[config.mk]
export PLATFORM = sky130hd
export DESIGN_NAME = display_driver
export DESIGN_NICKNAME = d
export VERILOG_FILES = /design/src/rtl/display_driver.sv
export SDC_FILE = /design/constraint.sdc
export NUM_CORES = 1
export LEC_CHECK = 0
export BUFFER_PORTS_ARGS = -buffer_cell sky130_fd_sc_hd__buf_2
export CORE_ASPECT_RATIO = 0.8
export CORE_UTILIZATION = 40
export CTS_CLUSTER_SIZE = 14
export DETAILED_ROUTE_END_ITERATION = 8
export GPL_ROUTABILITY_DRIVEN = 0
export PLACE_DENSITY = 0.66
export SLEW_MARGIN = 20
export SYNTH_ARGS = -nofsm -noshare
export SYNTH_HDL_FRONTEND = slang
export SYNTH_SLANG_ARGS = --single-unit
[constraint.sdc]
create_clock -name clk -period 2.1 [get_ports clk]
set_clock_uncertainty 0.1 [all_clocks]
set_input_delay 0.42 -clock clk [delete_from_list [all_inputs] [get_ports clk]]
set_output_delay 0.42 -clock clk [all_outputs]
set_load 0.1 [all_outputs]
[src/rtl/display_driver.sv]
// Converts an 8-bit value to three BCD digits with a sequential double-dabble engine
// and time-multiplexes them onto a common-cathode 7-segment display.
module display_driver #(
    parameter int SCAN_DIV = 4,
    parameter bit BLANK_LZ = 1'b1
) (
    input  logic        clk,
    input  logic        clr,
    input  logic [7:0]  value,
    output logic        busy,
    output logic [11:0] bcd,
    output logic [2:0]  anode,
    output logic [6:0]  seg
);

    typedef enum logic {IDLE, CONV} state_t;

    state_t      state_reg, state_next;
    logic [7:0]  last_reg, last_next;
    logic [19:0] shift_reg, shift_next;
    logic [2:0]  cnt_reg, cnt_next;
    logic [11:0] bcd_reg, bcd_next;
    logic [15:0] presc_reg;
    logic [1:0]  digit_reg;

    logic [19:0] adjusted;
    logic [19:0] stepped;

    // Add-3 correction on each BCD nibble before the shift.
    genvar gi;
    generate
        for (gi = 0; gi < 3; gi++) begin : g_adj
            logic [3:0] nib;
            assign nib = shift_reg[8 + 4*gi +: 4];
            assign adjusted[8 + 4*gi +: 4] = (nib >= 4'd5) ? nib + 4'd3 : nib;
        end
    endgenerate
    assign adjusted[7:0] = shift_reg[7:0];
    assign stepped       = {adjusted[18:0], 1'b0};

    always_ff @(posedge clk or posedge clr) begin
        if (clr) begin
            state_reg <= IDLE;
            last_reg  <= 8'h00;
            shift_reg <= 20'h00000;
            cnt_reg   <= 3'd0;
            bcd_reg   <= 12'h000;
        end else begin
            state_reg <= state_next;
            last_reg  <= last_next;
            shift_reg <= shift_next;
            cnt_reg   <= cnt_next;
            bcd_reg   <= bcd_next;
        end
    end

    always_comb begin
        state_next = state_reg;
        last_next  = last_reg;
        shift_next = shift_reg;
        cnt_next   = cnt_reg;
        bcd_next   = bcd_reg;
        case (state_reg)
            IDLE: begin
                if (value != last_reg) begin
                    last_next  = value;
                    shift_next = {12'h000, value};
                    cnt_next   = 3'd0;
                    state_next = CONV;
                end
            end
            CONV: begin
                shift_next = stepped;
                cnt_next   = cnt_reg + 3'd1;
                // Eighth step: the whole result is committed in one edge.
                if (cnt_reg == 3'd7) begin
                    bcd_next   = stepped[19:8];
                    state_next = IDLE;
                end
            end
            default: state_next = IDLE;
        endcase
    end

    assign busy = (state_reg == CONV);
    assign bcd  = bcd_reg;

    // Scan prescaler and digit index run freely, independent of conversion.
    always_ff @(posedge clk or posedge clr) begin
        if (clr) begin
            presc_reg <= 16'd0;
            digit_reg <= 2'd0;
        end else if (presc_reg == 16'(SCAN_DIV - 1)) begin
            presc_reg <= 16'd0;
            digit_reg <= (digit_reg == 2'd2) ? 2'd0 : digit_reg + 2'd1;
        end else begin
            presc_reg <= presc_reg + 16'd1;
        end
    end

    function automatic logic [6:0] decode(input logic [3:0] n);
        case (n)
            4'd0:    decode = 7'h3F;
            4'd1:    decode = 7'h06;
            4'd2:    decode = 7'h5B;
            4'd3:    decode = 7'h4F;
            4'd4:    decode = 7'h66;
            4'd5:    decode = 7'h6D;
            4'd6:    decode = 7'h7D;
            4'd7:    decode = 7'h07;
            4'd8:    decode = 7'h7F;
            4'd9:    decode = 7'h6F;
            default: decode = 7'h00;
        endcase
    endfunction

    logic hund_zero;
    logic tens_zero;
    assign hund_zero = (bcd_reg[11:8] == 4'd0);
    assign tens_zero = (bcd_reg[7:4] == 4'd0);

    always_comb begin
        anode = 3'b000;
        seg   = 7'h00;
        case (digit_reg)
            2'd0: begin
                anode = 3'b001;
                seg   = decode(bcd_reg[3:0]);
            end
            2'd1: begin
                anode = 3'b010;
                seg   = (BLANK_LZ && hund_zero && tens_zero) ? 7'h00 : decode(bcd_reg[7:4]);
            end
            2'd2: begin
                anode = 3'b100;
                seg   = (BLANK_LZ && hund_zero) ? 7'h00 : decode(bcd_reg[11:8]);
            end
            default: begin
                anode = 3'b000;
                seg   = 7'h00;
            end
        endcase
    end

endmodule

==> metrics <==
Top delay family on crit path simple AND/OR/NAND/NOR gates; Rel. slew slack 65.9%; Worst Max-Slew Pin Slew 0.510 ns; Worst-Skew Late Latency 0.35 ns; port buffer count 32; Vias/cell 5.11; Area Overhead vs Synth 26.8%; crit-path cells inv_4 > ha_4 > or4b_4 > or2_4 > a32oi_4 > o21ai_4 > buf_12; Fillers 756; core box area 0.00852 mm^2; I/O pins 33; Post-Synth Adder-Cell Area 9.56%; max-cap viol count 0; dpl cells 504; ys flop type dfrtp_1; vias in the first global route 2,565; synth unique cells 45; area leader, netlist dfrtp_1; Yosys reg bits 62; TritonCTS Buffers 9; Remaining DRCs 0; Clk Tree Root Cell clkbuf_8; post-synthesis async set-or-reset flop share 100%; DP Wirelength 5400 um; ANT cells 0; largest family of logic cells by synthesized area compound AO/OA/AOI/OAI gates; fin crit period 2.69 ns; post-synthesis compound-gate area fraction 14.7%; Initial DRC Count 134; setup ws final -0.593 ns; Bufs on Longest Clock Path 2; CTS tree yes; DR WL/cell 14.5 um; multiplexer area fraction after synthesis 7.44%; Critical Path Max Stage Delay 0.47 ns; Required @ worst endpoint 1.58 ns; placement row count 30; worst r2r src shift_reg[9]; synthesized area per cell 10.5 um^2; clock slew at reported path FFs 0.07 ns; first-pass GRT wire length 12,500 um; synth warn 0; largest net degree at the start of global routing 33; Die ar. 0.00921 mm^2; part of the cycle the worst path needs 128%; Crit. End Element output port; critical path class reg -> out; initial antenna violation count 0; layout net count 443; nature of the critical path startpoint register; chip height 86.1 um; status finished, violations left; RSZ-0062 raised after global routing yes; commonest non-fill, non-tap cell in the layout dfrtp_1; worst-path fanout max 3; xor/xnor cell area share of the yosys netlist 6.20%; Initial Util 41.5%; post-route ant nets 0; Crit. Startpoint bcd[8]; routed wire length 7600 um; Yosys top cell area share 43.9%; proportion of layout cells with a drive suffix above 1 34.4%; Synth Instances 338; FMAX 371 MHz; register area share after synthesis 43.9%; largest cells by area after synthesis dfrtp_1 44%, ha_1 9.6%, mux2_2 5.7%; post-synthesis simple-gate area fraction 13.9%; TritonRoute pass-1 iters 4; Slowest cell on crit path or4b_4; gr usage total 17.8%; post-route insts no fill 522; Final Max Tran Viols 0; CTS sink count 62; die extent in x 107 um; number of hold violations in the final report 0; vias post-DR 2,670; Remaining Overflow, GRT 0; failing checks setup timing; most frequent cells in the layout 51 x dfrtp_1, 36 x buf_4, 25 x ha_1; synthesized cell area 0.00353 mm^2; Hold Crit Start value[0]; H-tree level count 3; EDFF count, synth 0; number of buffers and inverters on the critical path 2; CP Data Arrival Time 2.17 ns; worst min-delay path class in -> reg; number of flip-flops in the largest register 20; setup violators final 7; syn nets 375
path summary, 6_finish.rpt:
| kind | endpoint | slack, ns | depth (start not counted) |
|---|---|---|---|
| min | shift_reg[0] | 0.23 | 2 |
| max reg2reg | bcd[2] | 0.30 | 6 |
| max in group asynchronous | busy | 0.81 | 4 |
| max | seg[4] | -0.59 | 7 |
| min reg2reg | presc_reg[0] | 0.36 | 1 |
| min in group asynchronous | presc_reg[12] | 0.54 | 3 |
per-stage QoR:
step / setup WS [ns] / util (%) / TNS [ns] / hold WS (ns) / instance area, um^2
2_1_floorplan: -1.20 / - / -7.83 / 0.324 / 3650
3_3_place_gp: -0.325 / 48.8 / -1.68 / 0.341 / 4160
3_5_place_dp: -0.362 / 48.8 / -1.91 / 0.356 / 4160
4_1_cts: -0.618 / 52.0 / -3.86 / 0.215 / 4430
5_1_grt: -0.651 / 52.6 / -4.12 / 0.234 / 4480
6_report: -0.593 / 52.6 / -3.72 / 0.231 / 4480
final cells by class:
class | count | area, um^2 | area share (%)
clock buffers | 11 | 141 | 3.16
well taps | 112 | 140 | 3.13
multi-input cells | 241 | 1970 | 44.0
repair buffers | 70 | 527 | 11.8
inverters | 22 | 87.6 | 1.96
flip-flops and latches | 62 | 1570 | 35.0
clock inverters | 4 | 47.5 | 1.06
logic make-up after synthesis:
logic type	after synthesis
multiplexers	23
adder cells (fa/ha/maj)	27
buffers and inverters	35
AO/OA/AOI/OAI	77
flip-flops	62
XOR/XNOR	25
AND/OR/NAND/NOR	89
worst reg2reg max path: cells and delay by family (launching register included):
kind	cells	cell delay, ns
AOI/OAI and AO/OA	1	0.27
DFF	1	0.40
muxes	2	0.49
adders and majority gates	1	0.26
and+or+nand+nor	1	0.10
buffers and inverters	1	0.12
synthesized netlist by cell type, types with 5 or more instances:
| library cell | instances |
|---|---|
| mux2_2 | 18 |
| nand3_1 | 7 |
| xnor2_1 | 19 |
| nand2_1 | 21 |
| a22o_1 | 11 |
| o21ai_0 | 18 |
| dfrtp_1 | 62 |
| nand2b_1 | 5 |
| inv_1 | 22 |
| nor2_1 | 14 |
| xor2_1 | 6 |
| a21oi_1 | 20 |
| nand4_1 | 6 |
| ha_1 | 27 |
| nor3b_1 | 6 |
| clkbuf_1 | 7 |
| and2_1 | 11 |
| nor2b_1 | 5 |
| a221o_1 | 7 |
routing by layer:
metal | part of all wire (%) | track usage [%] | wire (um) | vias up
met5 | 0 | 0 | 0 | -
met4 | 1.8 | 6.85 | 134 | 0
met3 | 3.7 | 4.64 | 279 | 12
met2 | 44 | 26.7 | 3310 | 55
met1 | 51 | 24.6 | 3870 | 1275
li1 | - | - | - | 1328
what timing repair did:
item	CTS	global route
hold buffers	1	0
buffers inserted	2	1
endpoints found under the hold margin	9	0
resized for setup	19	13
pin swaps	4	4
gates cloned	0	0
endpoints found under the setup margin	7	8
Power is not shown: default switching activity piles up to over one toggle a cycle in this logic, so the estimate is an artifact.
